==> config.mk <==
export PLATFORM = sky130hd
export DESIGN_NAME = branch_predictor_flat
export DESIGN_NICKNAME = d
export VERILOG_FILES = /design/src/rtl/branch_predictor_pkg.sv /design/src/rtl/branch_predictor_if.sv /design/src/rtl/branch_predictor_sat_counter2.sv /design/src/rtl/branch_predictor.sv /design/src/flat_wrapper.sv
export SDC_FILE = /design/constraint.sdc
export NUM_CORES = 2
export LEC_CHECK = 0
export CORE_MARGIN = 3
export CORE_UTILIZATION = 40
export DETAILED_ROUTE_END_ITERATION = 12
export DONT_BUFFER_PORTS = 1
export GPL_ROUTABILITY_DRIVEN = 0
export PLACE_DENSITY = 0.63
export SYNTH_ARGS = -nofsm -noshare
export SYNTH_HDL_FRONTEND = slang
export SYNTH_SLANG_ARGS = --single-unit
==> constraint.sdc <==
create_clock -name clk -period 15.4 [get_ports clk]
set_clock_uncertainty 0.15 [all_clocks]
set_input_delay 3.08 -clock clk [delete_from_list [all_inputs] [get_ports clk]]
set_output_delay 3.08 -clock clk [all_outputs]
set_load 0.05 [all_outputs]
==> src/rtl/branch_predictor_pkg.sv <==
// Shared sizing and 2-bit counter encodings for the direct-mapped branch predictor.
package branch_predictor_pkg;

   localparam int BP_ENTRIES = 16;
   localparam int BP_IDX_W   = $clog2(BP_ENTRIES);
   localparam int BP_TAG_W   = 32 - BP_IDX_W - 2;

   localparam logic [1:0] CTR_SNT = 2'b00;
   localparam logic [1:0] CTR_WNT = 2'b01;
   localparam logic [1:0] CTR_WT  = 2'b10;
   localparam logic [1:0] CTR_ST  = 2'b11;

   function automatic logic [31:0] pc_plus4(input logic [31:0] pc);
      return pc + 32'd4;
   endfunction

endpackage

==> src/rtl/branch_predictor_if.sv <==
// Fetch lookup, EX resolution and statistics signals between the pipeline and the predictor.
interface branch_predictor_if;

   logic [31:0] if_pc;
   logic        pred_taken;
   logic [31:0] pred_target;

   logic        ex_valid;
   logic [31:0] ex_pc;
   logic        ex_is_branch;
   logic        ex_taken;
   logic [31:0] ex_target;
   logic        ex_pred_taken;
   logic [31:0] ex_pred_target;

   logic        mispredict;
   logic [31:0] redirect_pc;
   logic [31:0] branch_count;
   logic [31:0] miss_count;

   modport master (
      output if_pc, ex_valid, ex_pc, ex_is_branch, ex_taken, ex_target,
             ex_pred_taken, ex_pred_target,
      input  pred_taken, pred_target, mispredict, redirect_pc,
             branch_count, miss_count
   );

   modport slave (
      input  if_pc, ex_valid, ex_pc, ex_is_branch, ex_taken, ex_target,
             ex_pred_taken, ex_pred_target,
      output pred_taken, pred_target, mispredict, redirect_pc,
             branch_count, miss_count
   );

endinterface

==> src/rtl/branch_predictor_sat_counter2.sv <==
// Next-state function of a 2-bit saturating taken/not-taken counter.
module sat_counter2
   import branch_predictor_pkg::*;
(
   input  logic [1:0] ctr,
   input  logic       taken,
   output logic [1:0] ctr_next
);

   always_comb begin
      ctr_next = ctr;
      if (taken) begin
         if (ctr != CTR_ST) ctr_next = ctr + 2'd1;
      end else begin
         if (ctr != CTR_SNT) ctr_next = ctr - 2'd1;
      end
   end

endmodule

==> src/rtl/branch_predictor.sv <==
// Direct-mapped BTB with 2-bit counters: combinational fetch lookup, EX-stage
// update/invalidate, misprediction detection and branch/miss statistics.
module branch_predictor
   import branch_predictor_pkg::*;
#(
   parameter int ENTRIES = BP_ENTRIES
) (
   input  logic               clk,
   input  logic               reset,
   branch_predictor_if.slave  bp
);

   localparam int IDX_W = $clog2(ENTRIES);
   localparam int TAG_W = 32 - IDX_W - 2;

   logic [ENTRIES-1:0] valid_q;
   logic [TAG_W-1:0]   tag_q    [ENTRIES];
   logic [31:0]        target_q [ENTRIES];
   logic [1:0]         ctr_q    [ENTRIES];
   logic [31:0]        branch_count_q;
   logic [31:0]        miss_count_q;

   logic [IDX_W-1:0] if_idx;
   logic [IDX_W-1:0] ex_idx;
   logic [TAG_W-1:0] if_tag;
   logic [TAG_W-1:0] ex_tag;
   logic             if_hit;
   logic             if_pred;
   logic             ex_hit;
   logic             upd_branch;
   logic             alias_kill;
   logic             ex_wrong;
   logic             mispredict;
   logic [1:0]       ex_ctr_next;

   assign if_idx = bp.if_pc[IDX_W+1:2];
   assign if_tag = bp.if_pc[31:IDX_W+2];
   assign ex_idx = bp.ex_pc[IDX_W+1:2];
   assign ex_tag = bp.ex_pc[31:IDX_W+2];

   // Lookup reads the registered table only, so a same-cycle update is seen next cycle.
   assign if_hit  = valid_q[if_idx] && (tag_q[if_idx] == if_tag);
   assign if_pred = !reset && if_hit && ctr_q[if_idx][1];

   assign bp.pred_taken  = if_pred;
   assign bp.pred_target = if_pred ? target_q[if_idx] : pc_plus4(bp.if_pc);

   assign ex_hit     = valid_q[ex_idx] && (tag_q[ex_idx] == ex_tag);
   assign upd_branch = bp.ex_valid && bp.ex_is_branch;
   assign alias_kill = bp.ex_valid && !bp.ex_is_branch && bp.ex_pred_taken && ex_hit;

   always_comb begin
      ex_wrong = bp.ex_pred_taken;
      if (bp.ex_is_branch) begin
         ex_wrong = (bp.ex_taken != bp.ex_pred_taken) ||
                    (bp.ex_taken && (bp.ex_target != bp.ex_pred_target));
      end
   end

   assign mispredict      = !reset && bp.ex_valid && ex_wrong;
   assign bp.mispredict   = mispredict;
   assign bp.redirect_pc  = (bp.ex_is_branch && bp.ex_taken) ? bp.ex_target
                                                              : pc_plus4(bp.ex_pc);
   assign bp.branch_count = branch_count_q;
   assign bp.miss_count   = miss_count_q;

   sat_counter2 u_sat_counter2 (
      .ctr      (ctr_q[ex_idx]),
      .taken    (bp.ex_taken),
      .ctr_next (ex_ctr_next)
   );

   always_ff @(posedge clk) begin
      if (reset) begin
         valid_q        <= '0;
         branch_count_q <= '0;
         miss_count_q   <= '0;
         for (int i = 0; i < ENTRIES; i++) begin
            ctr_q[i] <= CTR_WNT;
         end
      end else begin
         if (upd_branch) begin
            branch_count_q <= branch_count_q + 32'd1;
            if (ex_hit) begin
               ctr_q[ex_idx] <= ex_ctr_next;
               if (bp.ex_taken) target_q[ex_idx] <= bp.ex_target;
            end else if (bp.ex_taken) begin
               valid_q[ex_idx]  <= 1'b1;
               tag_q[ex_idx]    <= ex_tag;
               target_q[ex_idx] <= bp.ex_target;
               ctr_q[ex_idx]    <= CTR_WT;
            end
         end else if (alias_kill) begin
            valid_q[ex_idx] <= 1'b0;
         end
         if (mispredict) miss_count_q <= miss_count_q + 32'd1;
      end
   end

endmodule

==> src/flat_wrapper.sv <==
// flat-port wrapper written by rule: the top's interface ports become plain ports
module branch_predictor_flat import branch_predictor_pkg::*;
#(
   parameter int ENTRIES = BP_ENTRIES
)
  (clk, reset, bp_if_pc, bp_ex_valid, bp_ex_pc, bp_ex_is_branch, bp_ex_taken, bp_ex_target, bp_ex_pred_taken, bp_ex_pred_target, bp_pred_taken, bp_pred_target, bp_mispredict, bp_redirect_pc, bp_branch_count, bp_miss_count);
  branch_predictor_if bp_i ();
  input  logic clk;
  input  logic reset;
  input wire logic [$bits(bp_i.if_pc)-1:0] bp_if_pc;
  input wire logic [$bits(bp_i.ex_valid)-1:0] bp_ex_valid;
  input wire logic [$bits(bp_i.ex_pc)-1:0] bp_ex_pc;
  input wire logic [$bits(bp_i.ex_is_branch)-1:0] bp_ex_is_branch;
  input wire logic [$bits(bp_i.ex_taken)-1:0] bp_ex_taken;
  input wire logic [$bits(bp_i.ex_target)-1:0] bp_ex_target;
  input wire logic [$bits(bp_i.ex_pred_taken)-1:0] bp_ex_pred_taken;
  input wire logic [$bits(bp_i.ex_pred_target)-1:0] bp_ex_pred_target;
  output wire logic [$bits(bp_i.pred_taken)-1:0] bp_pred_taken;
  output wire logic [$bits(bp_i.pred_target)-1:0] bp_pred_target;
  output wire logic [$bits(bp_i.mispredict)-1:0] bp_mispredict;
  output wire logic [$bits(bp_i.redirect_pc)-1:0] bp_redirect_pc;
  output wire logic [$bits(bp_i.branch_count)-1:0] bp_branch_count;
  output wire logic [$bits(bp_i.miss_count)-1:0] bp_miss_count;
  assign bp_i.if_pc = bp_if_pc;
  assign bp_i.ex_valid = bp_ex_valid;
  assign bp_i.ex_pc = bp_ex_pc;
  assign bp_i.ex_is_branch = bp_ex_is_branch;
  assign bp_i.ex_taken = bp_ex_taken;
  assign bp_i.ex_target = bp_ex_target;
  assign bp_i.ex_pred_taken = bp_ex_pred_taken;
  assign bp_i.ex_pred_target = bp_ex_pred_target;
  assign bp_pred_taken = bp_i.pred_taken;
  assign bp_pred_target = bp_i.pred_target;
  assign bp_mispredict = bp_i.mispredict;
  assign bp_redirect_pc = bp_i.redirect_pc;
  assign bp_branch_count = bp_i.branch_count;
  assign bp_miss_count = bp_i.miss_count;
  branch_predictor #(.ENTRIES(ENTRIES)) u_core (.clk(clk), .reset(reset), .bp(bp_i));
endmodule
==> key figures <==
Critical path
  • Worst r2r src: u_core.tag_q[7][12]
  • Worst r2r path cells: 10
  • Reg2Reg Setup Slack: 10.07 ns
  • RR Endpoint: u_core.tag_q[0][16]
  • Crit. End Element: primary output
  • Worst Path Max Fanout: 244
  • Crit-path cells: mux4_2 > nor2b_1 > a211oi_1 > a21oi_1 > xnor2_1 > nand4_1 > or4_1 > nor4_4 > buf_4 > mux2_2
  • WS Path Type: input port to primary output
  • CP max-delay cell: buf_4
  • Critical Path RT: 12.17 ns
  • Critical Path Source Type: input port
  • Crit path DAT: 7.16 ns
  • Max incr delay on CP: 0.68 ns

Clocking
  • CTS Sinks: 1040
  • CTS HTree Levels: 3
  • Hold-fix buffers, CTS: 0
  • CTS Root Cell: clkbuf_16
  • Post-CTS Resized: 0
  • TritonCTS buffer count: 104
  • Clk Latency, worst-skew pair: 0.70 ns
  • Clock slew at reported path FFs: 0.07 ns
  • CTS tree: built
  • Clk buf depth: 3
  • Setup bufs post-CTS: 0

Floorplanning
  • Die area: 121000 um^2
  • Die span in x: 348 um
  • Die height: 348 um
  • Site Rows: 124
  • Core area: 115000 um^2
  • I/O pins: 264
  • Starting Density: 40.6%

Synthesis
  • Synth cell count leaders: 960 x edfxtp_1, 364 x mux4_2, 162 x nor2_1
  • Mapped Area: 46700 um^2
  • Synthesized flop and latch total: 1040
  • Avg Cell Area, Syn: 17.4 um^2
  • Post-synthesis sequential area ratio: 65.2%
  • Cell count after synthesis: 2678
  • Yosys top cell area share: 61.7%
  • Post-synthesis async set-or-reset flop share: 0%
  • Synth Warn #: 0
  • Syn nets: 2819
  • EDFF count, synth: 960
  • Ranking of synthesized cells by area: edfxtp_1 62%, mux4_2 18%, dfxtp_1 3.4%
  • Area leader, netlist: edfxtp_1
  • Prevailing post-synth register cell: edfxtp_1
  • Count leader, synth: edfxtp_1
  • Netlist cell types: 66

Global route
  • Global-route wire length before repair: 195 mm
  • Total gr overflow: 0
  • Largest net degree at the start of global routing: 246
  • Initial antenna violation count: 8
  • Gr usage total: 22.3%
  • Vias in the first global route: 27200

Drt
  • Antenna Nets Post-Route: 0
  • DR WL/cell: 31.9 um
  • TritonRoute pass-1 iters: 8
  • DR DRC count: 0
  • DR vias: 26500
  • Detailed Route Iter0 Violations: 3267
  • Via density: 6.21
  • Final wirelength: 136 mm

Hold path
  • Worst hold path type: flip-flop to flip-flop
  • Worst Hold Path Cells: 2

Finish
  • Fill count: 9726
  • Nets: 2807
  • Ratio of cells with drive above 1 in the final layout: 23.8%
  • Area delta synth->final: 10.8%

STA
  • Hold Fails Final Rpt: 0
  • Worst slew margin: 8.28%
  • Worst slew pin tran: 1.37 ns
  • Min Tclk post-route: 10.39 ns
  • Final setup fails: 0
  • Worst setup margin: 5.01 ns
  • Final setup TNS: 0 ns
  • Final Cycle Share: 67.5%
  • Max-slew violations: 0
  • RSZ-0062 raised after global routing: no
  • Max Freq: 96.2 MHz

Power and ir drop
  • Clock Power Share: 41.8%
  • Gate power share: 5.6%
  • Seq pwr share: 52.5%
  • Net Switching: 1300 uW
  • Internal: 4630 uW
  • Sw Ratio: 21.9%
  • Pwr Density: 114 nW/um^2
  • VDD IR max: 0.0771 mV
  • Leak Pwr: 0.0159 uW

Placement
  • Hpwl dp: 81.5 mm
  • PortBufs: 0
  • Worst slack, placed: 5.38 ns

Flow run
  • Max Cap Viol: 0

Outcome
  • Status: complete, no violations
[metrics by stage]
stage	util (%)	instances	instance area, um^2	power (uW)	hold slack [ns]
2_1_floorplan	-	2678	46700	3480	0.324
3_3_place_gp	42.0	4072	48400	3500	0.330
3_5_place_dp	42.0	4072	48400	3500	0.344
4_1_cts	45.0	4266	51800	5960	0.352
5_1_grt	45.0	4266	51800	6100	0.375
6_report	45.0	4269	51800	5920	0.367
[power by group through the flow]
stage / sequential, uW / combinational (uW) / clock, uW
finish: 3110 / 334 / 2480
global route: 3110 / 349 / 2640
CTS: 3110 / 333 / 2520
detailed placement: 3170 / 331 / 0
global placement: 3170 / 328 / 0
floorplan: 3170 / 314 / 0
[layer usage]
layer	up-vias	GRT usage [%]	wire, um
li1	10800	-	-
met3	265	6.96	15200
met4	6	7.49	4600
met2	1392	35.4	63900
met1	14100	29.1	52300
met5	-	0	41
[worst max-delay path: cells and delay by family]
family	cells	cell delay, ns
XOR/XNOR	1	0.15
AO/OA/AOI/OAI	2	0.38
buffers and inverters	1	0.68
multiplexers	2	1.20
AND/OR/NAND/NOR	4	1.34
[cell families after synthesis]
family | after synthesis | synth area share, %
muxes | 497 | 20.5
adders and majority gates | 8 | 0.209
AOI/OAI and AO/OA | 249 | 3.40
DFF | 1040 | 65.2
and+or+nand+nor | 511 | 5.30
xor gates and xnor gates | 190 | 3.56
buffers and inverters | 183 | 1.85
[worst max path at each step]
stage,startpoint,end,slack (ns),cells past startpoint
after global placement,bp_if_pc[2],bp_pred_target[3],5.44,10
final,bp_if_pc[2],bp_pred_target[3],5.01,10
after detailed placement,bp_if_pc[2],bp_pred_target[31],5.38,8
after global routing,bp_if_pc[2],bp_pred_target[31],5.11,10
after CTS,bp_if_pc[2],bp_pred_target[31],5.38,8
after floorplan,bp_if_pc[2],bp_pred_target[2],5.08,10
[sequential cells by signal, indices dropped and copies added, names as in the netlist, named ones only]
| name | flops |
|---|---|
| u_core.tag_q | 416 |
| u_core.bp.miss_count | 32 |
| u_core.bp.branch_count | 32 |
| u_core.target_q | 512 |
| u_core.ctr_q | 32 |
[final cells by class]
class	instances	area, um^2	area share [%]
clock buffers	120	2700	5.22
diodes	3	7.51	0.0145
multi-input cells	1455	15700	30.3
repair buffers	48	360	0.696
flip-flops and latches	1040	30400	58.8
inverters	17	63.8	0.123
clock inverters	74	642	1.24
well taps	1512	1890	3.65
[placed cells by master (no fill, tap or decap), drive strengths merged, types with 17 or more instances in the layout]
cell type and n:
a21o 17, xnor2 107, nor2b 22, xor2 83, nand3 65, dfxtp 80
clkinv 58, nor2 162, o21ai 87, nand2 121, mux4 364, mux2i 96
a22oi 18, nand4 34, edfxtp 960, nor3 27, buf 48, inv 21
mux2 37, clkbuf 120, a21oi 53, and3 22
(Power assumes the default switching activity.)
